[src/rtl/alu_pkg.sv]
// Shared ALU select codes, flag bit positions and arbiter FSM state type.
package alu_pkg;

    localparam logic [3:0] ALU_HOLD  = 4'b0000;
    localparam logic [3:0] ALU_ADD   = 4'b0001;
    localparam logic [3:0] ALU_SUB   = 4'b0010;
    localparam logic [3:0] ALU_AND   = 4'b0101;
    localparam logic [3:0] ALU_OR    = 4'b0110;
    localparam logic [3:0] ALU_NOT   = 4'b0111;
    localparam logic [3:0] ALU_XOR   = 4'b1000;
    localparam logic [3:0] ALU_SHL   = 4'b1001;
    localparam logic [3:0] ALU_PASSB = 4'b1011;

    localparam int FLAG_C  = 0;
    localparam int FLAG_EQ = 1;
    localparam int FLAG_OV = 2;

    typedef enum logic [1:0] {
        IDLE = 2'd0,
        EXEC = 2'd1,
        RESP = 2'd2
    } state_t;

endpackage

[src/rtl/rr_arb2.sv]
// Two-request arbiter: round-robin when ALU_ARB_RR_EN is defined,
// otherwise fixed priority with port 0 winning ties.
module rr_arb2 (
    input  logic [1:0] i_req,
`ifdef ALU_ARB_RR_EN
    input  logic       i_last,
`endif
    output logic [1:0] o_grant
);

`ifdef ALU_ARB_RR_EN
    // On a tie the port that did not win last time is granted
    always_comb begin
        if (&i_req) begin
            o_grant = i_last ? 2'b01 : 2'b10;
        end else begin
            o_grant = i_req;
        end
    end
`else
    always_comb begin
        o_grant = i_req[0] ? 2'b01 : i_req;
    end
`endif

endmodule

[src/rtl/alu_arbiter.sv]
// Shares one 32-bit ALU between two valid/ready requesters.
// Define ALU_ARB_RR_EN for round-robin ties (default: port 0 priority).
module alu_arbiter
    import alu_pkg::*;
#(
    parameter int CNT_W = 16
) (
    input  logic             clk,
    input  logic             reset,
    input  logic             Req0Valid,
    input  logic             Req1Valid,
    output logic             Req0Ready,
    output logic             Req1Ready,
    input  logic [31:0]      Req0OpA,
    input  logic [31:0]      Req0OpB,
    input  logic [31:0]      Req1OpA,
    input  logic [31:0]      Req1OpB,
    input  logic [3:0]       Req0Sel,
    input  logic [3:0]       Req1Sel,
    output logic             Rsp0Valid,
    output logic             Rsp1Valid,
    input  logic             Rsp0Ready,
    input  logic             Rsp1Ready,
    output logic [31:0]      Rsp0Result,
    output logic [31:0]      Rsp1Result,
    output logic [2:0]       Rsp0Flags,
    output logic [2:0]       Rsp1Flags,
    output logic [31:0]      AluOperandA,
    output logic [31:0]      AluOperandB,
    output logic [3:0]       AluSel,
    input  logic [31:0]      AluResult,
    input  logic             AluOverflow,
    input  logic             AluEqual,
    input  logic             AluCarry,
    output logic             Busy,
    output logic [CNT_W-1:0] OpCount
);

    state_t             r_state;
    state_t             w_next;
    logic [31:0]        r_opa;
    logic [31:0]        r_opb;
    logic [3:0]         r_sel;
    logic               r_gid;
    logic [31:0]        r_result;
    logic [2:0]         r_flags;
    logic [CNT_W-1:0]   r_cnt;
    logic [1:0]         w_grant;
    logic               w_idle;
    logic               w_acc;
    logic               w_done;
    logic [31:0]        w_opa;
    logic [31:0]        w_opb;
    logic [3:0]         w_sel;

`ifdef ALU_ARB_RR_EN
    logic               r_last;

    rr_arb2 u_arb (
        .i_req   ({Req1Valid, Req0Valid}),
        .i_last  (r_last),
        .o_grant (w_grant)
    );

    always_ff @(posedge clk or posedge reset) begin
        if (reset) begin
            r_last <= 1'b1;
        end else if (w_done) begin
            r_last <= r_gid;
        end
    end
`else
    rr_arb2 u_arb (
        .i_req   ({Req1Valid, Req0Valid}),
        .o_grant (w_grant)
    );
`endif

    assign w_idle = (r_state == IDLE) & ~reset;
    assign w_acc  = w_idle & |w_grant;
    assign w_done = (r_state == RESP) & (r_gid ? Rsp1Ready : Rsp0Ready);
    assign w_opa  = w_grant[1] ? Req1OpA : Req0OpA;
    assign w_opb  = w_grant[1] ? Req1OpB : Req0OpB;
    assign w_sel  = w_grant[1] ? Req1Sel : Req0Sel;

    always_ff @(posedge clk or posedge reset) begin
        if (reset) begin
            r_state <= IDLE;
        end else begin
            r_state <= w_next;
        end
    end

    always_comb begin
        w_next = r_state;
        unique case (r_state)
            IDLE:    if (w_acc) w_next = EXEC;
            EXEC:    w_next = RESP;
            RESP:    if (w_done) w_next = IDLE;
            default: w_next = IDLE;
        endcase
    end

    // HOLD is remapped to PASSB of zero so the ALU output stays defined
    always_ff @(posedge clk or posedge reset) begin
        if (reset) begin
            r_opa <= '0;
            r_opb <= '0;
            r_sel <= ALU_PASSB;
            r_gid <= 1'b0;
        end else if (w_acc) begin
            r_opa <= w_opa;
            r_gid <= w_grant[1];
            if (w_sel == ALU_HOLD) begin
                r_opb <= '0;
                r_sel <= ALU_PASSB;
            end else begin
                r_opb <= w_opb;
                r_sel <= w_sel;
            end
        end
    end

    always_ff @(posedge clk or posedge reset) begin
        if (reset) begin
            r_result <= '0;
            r_flags  <= '0;
            r_cnt    <= '0;
        end else begin
            if (r_state == EXEC) begin
                r_result <= AluResult;
                r_flags  <= {AluOverflow, AluEqual, AluCarry};
            end
            if (w_done) begin
                r_cnt <= r_cnt + 1'b1;
            end
        end
    end

    assign Req0Ready   = w_idle & w_grant[0];
    assign Req1Ready   = w_idle & w_grant[1];
    assign Rsp0Valid   = (r_state == RESP) & ~r_gid;
    assign Rsp1Valid   = (r_state == RESP) & r_gid;
    assign Rsp0Result  = r_result;
    assign Rsp1Result  = r_result;
    assign Rsp0Flags   = r_flags;
    assign Rsp1Flags   = r_flags;
    assign AluOperandA = r_opa;
    assign AluOperandB = r_opb;
    assign AluSel      = r_sel;
    assign Busy        = (r_state != IDLE);
    assign OpCount     = r_cnt;

endmodule

[config.mk]
export PLATFORM = sky130hd
export DESIGN_NAME = alu_arbiter
export DESIGN_NICKNAME = d
export VERILOG_FILES = /design/src/rtl/alu_pkg.sv /design/src/rtl/rr_arb2.sv /design/src/rtl/alu_arbiter.sv
export SDC_FILE = /design/constraint.sdc
export NUM_CORES = 1
export LEC_CHECK = 0
export CORE_AREA = 2 2 130 132
export CTS_CLUSTER_SIZE = 10
export DETAILED_ROUTE_END_ITERATION = 16
export DIE_AREA = 0 0 132 134
export MAX_ROUTING_LAYER = met4
export PLACE_DENSITY = 0.76
export SLEW_MARGIN = 0
export SYNTH_ARGS = -nofsm -noshare
export SYNTH_HDL_FRONTEND = slang
export SYNTH_HIERARCHICAL = 1
export SYNTH_SLANG_ARGS = --single-unit
[constraint.sdc]
create_clock -name clk -period 5.35 [get_ports clk]
set_input_delay 0.8025 -clock clk [delete_from_list [all_inputs] [get_ports clk]]
set_output_delay 0.8025 -clock clk [all_outputs]
set_load 0.005 [all_outputs]
======== Yosys cells after proc, flatten, opt, wreduce, memory -nomap -nowiden ========
Index checks and enable logic that the tools add are counted.
storage, ports and cells
  register bits after elaboration ......... 122
  input port bits ......................... 177
  output and inout port bits .............. 159
  word-level logic and storage cells ...... 37
operators by class
  $add $sub $neg .......................... 1
  equal/unequal tests ..................... 4
  multiplexer cells ....................... 10
  bitwise gates (word level) .............. 9
  reductions and logical operators ........ 5
operators by type and width
  kind                                                                   number
  32-bit two-way mux                                                     3
  16-bit by 1-bit adder with 16-bit output, second input constant        1
  4-bit two-way mux                                                      2
  1-bit bitwise AND                                                      7
  2-bit two-way mux                                                      3
  2-bit case mux with 3 select lines                                     1
  4-bit zero test                                                        1
  2-bit != test, second input constant                                   2
  2-bit by 1-bit equality test with 1-bit output, second input constant  1
  2-bit equality test, second input constant                             1
  2-bit zero test                                                        1
  1-bit inverter                                                         2
  2-bit AND reduction                                                    1
  2-bit nonzero test                                                     1
  2-bit OR reduction                                                     1
  1-bit two-way mux                                                      1

======== Longest topological paths before layout ========
  word-level depth ........................ 5
  depth in mapped cells ................... 6
  gate-level depth less buffers ........... 5

======== Hierarchy ========
The synthesis kept the hierarchy.
by module, submodules not included
  module       instances  cells an instance  area each (um^2)  sequential area each (um^2)
  alu_arbiter  1          494                5688.0            3056.7
  rr_arb2      1          2                  21.3              0.0

======== Worst setup path after synthesis ========
No wires, ideal clock.
  kind .................................... input -> output
  start point ............................. input port Req1Valid
  end point ............................... output port Req1Ready
  arrival time ............................ 1530 ps
  required time ........................... 4548 ps
  setup slack ............................. 3017 ps
  cell stages on the path ................. 4
  buffers on the path ..................... 2
  path through ............................ nor2b_4 > buf_2 > buf_2 > and2_1
between the ends
  word-level cells in the longest chain between the ends .. 2
RTL lines
  element             RTL line            RTL
  start: declaration  alu_arbiter.sv:11   input logic Req1Valid,
  2-bit two-way mux   rr_arb2.sv:22       o_grant = i_req[0] ? 2'b01 : i_req;
  1-bit bitwise AND   alu_arbiter.sv:141  assign Req1Ready = w_idle & w_grant[1];
  end: declaration    alu_arbiter.sv:13   output logic Req1Ready,
No other way between the ends.

======== Worst setup path after layout ========
  start point ............................. input port reset
  end point ............................... output port Req1Ready
between the ends
  word-level cells in the longest chain between the ends .. 3
RTL lines
  element             RTL line            RTL
  start: declaration  alu_arbiter.sv:9    input logic reset,
  1-bit inverter      alu_arbiter.sv:79   assign w_idle = (r_state == IDLE) & ~reset;
  1-bit bitwise AND   alu_arbiter.sv:79
  1-bit bitwise AND   alu_arbiter.sv:141
No other way between the ends.

==> run_results.csv <==
group,metric,value,unit
run_status,status,"complete, no violations",
timing,relSlewSlack,0.282,
clock_network,insertion_delay,0.41,ns
min_path,min_path_cells,2,
timing,fin_crit_sh,0.590,
pwr,swShare,0.282,
synthesis,syn-cell-area,5710,um^2
synthesis,synth_compound_area_frac,0.0842,
floorplanning,rows,47,
synthesis,synth_warnings,6,
clock_network,cts.repair.resized,0,
timing,rsz0062_at_grt,"false",
clock_network,cts_buffers,17,
synthesis,ys_types,35,
floorplanning,dieWidth,132,um
pwr,p_switching,1.28,mW
synthesis,synthSimpleGateAreaFrac,0.0927,
floorplanning,ioPinCount,336,
critical_path,path_cells,"clkdlybuf4s50_1 -> nor3_2 -> and2_1 -> clkdlybuf4s50_1",
synthesis,synthTopCellsByArea,"dfrtp_1, mux2i_1, mux2_2",
critical_path,endpoint_kind,"primary output",
flow_run,maxCapViolations,0,
synthesis,synth-adder-area-share,0.00219,
min_path,holdCritPathClass,"flip-flop to flip-flop",
synthesis,synth-edff-count,0,
critical_path,cp_max_fo,3,
layout,nets,969,
clock_network,postCtsSetupRepairBufs,0,
layout,multi_input_area,2230,um^2
route,vias_per_cell,4.68,
placed_design,gp_congestion,0.779,
layout,syn2layout_area_growth,67.6,%
clock_network,cts_tree,"built",
global_routing,grt_pass1_wl,26800,um
synthesis,synth_xor_area_frac,0.0230,
critical_path,r2r_cells,4,
placed_design,hpwl,12700,um
synthesis,yosysTopAreaCell,"dfrtp_1",
timing,setup_viol,0,
global_routing,grt_use_total,0.199,
global_routing,overflow,0,
route,drt_first_pass_iters,5,
pwr,leakagePower,4.00,nW
route,wirelength,16500,um
clock_network,clk_pin_slew,0.06,ns
route,via_count,4790,
min_path,hold_end,"AluOperandA[0]",
global_routing,grt_max_degree,90,
synthesis,ys.flop_type,"dfrtp_1",
route,route.detailed.drc,0,
synthesis,synth-async-reset-ratio,1.00,
min_path,hp-start,"AluOperandA[0]",
pwr,p_clk_frac,0.245,
placed_design,port_buffers,335,
layout,num-fill-cells,1411,
synthesis,synthMuxAreaShare,0.187,
synthesis,netlist_instances,496,
timing,fmax,317,MHz
critical_path,crit_required,4.55,ns
route,ant_nets,0,
clock_network,cts_buffer_depth,2,
critical_path,arrival,2.35,ns
route,drt_iter0_markers,193,
synthesis,ys_seq_area_frac,0.535,
pwr,seq_power_share,0.348,
critical_path,cp_slowest_cell,"clkdlybuf4s50_1",
synthesis,synth_fp_nets,674,
global_routing,grt_pass1_vias,5009,
pwr,power.total,4.54,mW
synthesis,synth.top_cell.area_share,0.522,
critical_path,cp_num_buf_inv,2,
synthesis,yosys_register_bits,122,
pwr,ir_worst_vdd,0.228,mV
synthesis,synth_area_per_cell,11.5,um^2
layout,num_antenna_cells,0,
critical_path,critical-path-top-delay-family,"buffers and inverters",
pwr,intPower,3.26,mW
critical_path,worst_path_most_repeated_cell,"clkdlybuf4s50_1",
critical_path,cp-start-kind,"input pin",
synthesis,synth_common_cells,"dfrtp_1, nand2_1, mux2i_1",
critical_path,reg2reg_to,"AluOperandB[26]",
route,wl_per_cell,16.1,um
clock_network,hold_buffers,0,
timing,finalHoldViolations,0,
clock_network,clockRootBuffer,"clkbuf_16",
timing,finalSetupTns,0,ns
critical_path,r2r-start,"r_state[1]",
timing,slew_viol_final,0,
floorplanning,coreArea,16300,um^2
critical_path,r2r_slack,3.50,ns
timing,layout_min_cycle_time,3.15,ns
clock_network,cts.htree.levels,4,
floorplanning,start_util,0.350,
timing,max_slew.worst_pin.slew,1.07,ns
floorplanning,die_area,17700,um^2
floorplanning,die_h,134,um
clock_network,cts_sinks,122,
global_routing,antenna_found_initial,0,
pwr,power_density,475,nW/um^2
layout,area.sequential,3060,um^2
synthesis,yosysMostFrequentCell,"dfrtp_1",
timing,finClkSkew,0.00856,ns
critical_path,cpPeakStageDelay,0.55,ns
synthesis,synth_top_family_by_area,"multiplexers",
pwr,pwr-share-comb,0.407,
critical_path,path_class,"input pin to primary output",
layout,layout-drive-gt1-share,0.102,
## power groups by stage
| stage | sequential, mW | combinational (mW) | clock [mW] |
|---|---|---|---|
| 2_1_floorplan | 1.59 | 0.686 | 0 |
| 3_3_place_gp | 1.58 | 1.84 | 0 |
| 3_5_place_dp | 1.59 | 1.88 | 0 |
| 4_1_cts | 1.59 | 1.88 | 1.14 |
| 5_1_grt | 1.64 | 2.00 | 1.19 |
| 6_report | 1.58 | 1.85 | 1.11 |
## cells by family after synthesis
logic type | after synthesis
AO/OA/AOI/OAI | 72
XOR/XNOR | 15
adder cells (fa/ha/maj) | 1
buffers and inverters | 68
flip-flops | 122
multiplexers | 102
AND/OR/NAND/NOR | 116
## tightest hold or removal path, delay by kind of cell (launching register included)
family,cells,cell delay [ns]
AOI/OAI and AO/OA,1,0.06
and+or+nand+nor,1,0.05
DFF,1,0.34
## sequential cells by signal, indices dropped and copies added, names as in the netlist
name / cells
AluOperandA: 32
r_gid: 1
OpCount: 16
Rsp0Flags: 3
AluOperandB: 32
r_state: 2
AluSel: 4
Rsp0Result: 32
## placed cells by master (no fill, tap or decap), types with 7 or more instances in the layout
| master | Yosys | routed |
|---|---|---|
| nor2_1 | 9 | 9 |
| clkdlybuf4s50_1 | 0 | 335 |
| xor2_1 | 7 | 7 |
| clkbuf_16 | 0 | 17 |
| mux2_2 | 37 | 37 |
| nand2_1 | 74 | 74 |
| o21ai_0 | 34 | 34 |
| xnor2_1 | 8 | 8 |
| o31ai_1 | 32 | 32 |
| mux2i_1 | 65 | 65 |
| dfrtp_1 | 119 | 119 |
## final cells by class
cell class,instances,share of cell area
Clock buffer,21,0.0481
Timing Repair Buffer,341,0.357
Inverter,3,0.00144
Multi-Input combinational cell,306,0.233
Clock inverter,11,0.0127
Sequential cell,122,0.320
Tap cell,220,0.0288
## per-layer routing
metal  track usage  up-vias  part of all wire
met4        0.0767        0             0.024
met1         0.229     2234              0.40
met2         0.328      239              0.50
met3        0.0601       31             0.077
met5             -        -                 0
li1              -     2286                 -
## through the flow
step	util	area, um^2	setup WS, ns	cells	hold WS (ns)
floorplan	-	5710	1.31	496	0.465
global placement	0.552	8980	1.90	992	0.456
detailed placement	0.552	8980	1.82	992	0.466
CTS	0.587	9570	2.18	1024	0.477
global route	0.587	9570	2.10	1024	0.494
finish	0.587	9570	2.20	1024	0.473
## how the worst max path moves through the flow
stage	from	end	cells past startpoint
floorplan	reset	AluOperandA[0]	1
detailed placement	Req0Valid	AluSel[1]	7
global placement	Req0Valid	AluSel[0]	7
global route	Req0Valid	AluSel[1]	7
finish	reset	Req1Ready	4
CTS	reset	Req1Ready	4
Note: power is estimated with default switching activity, not from simulation.
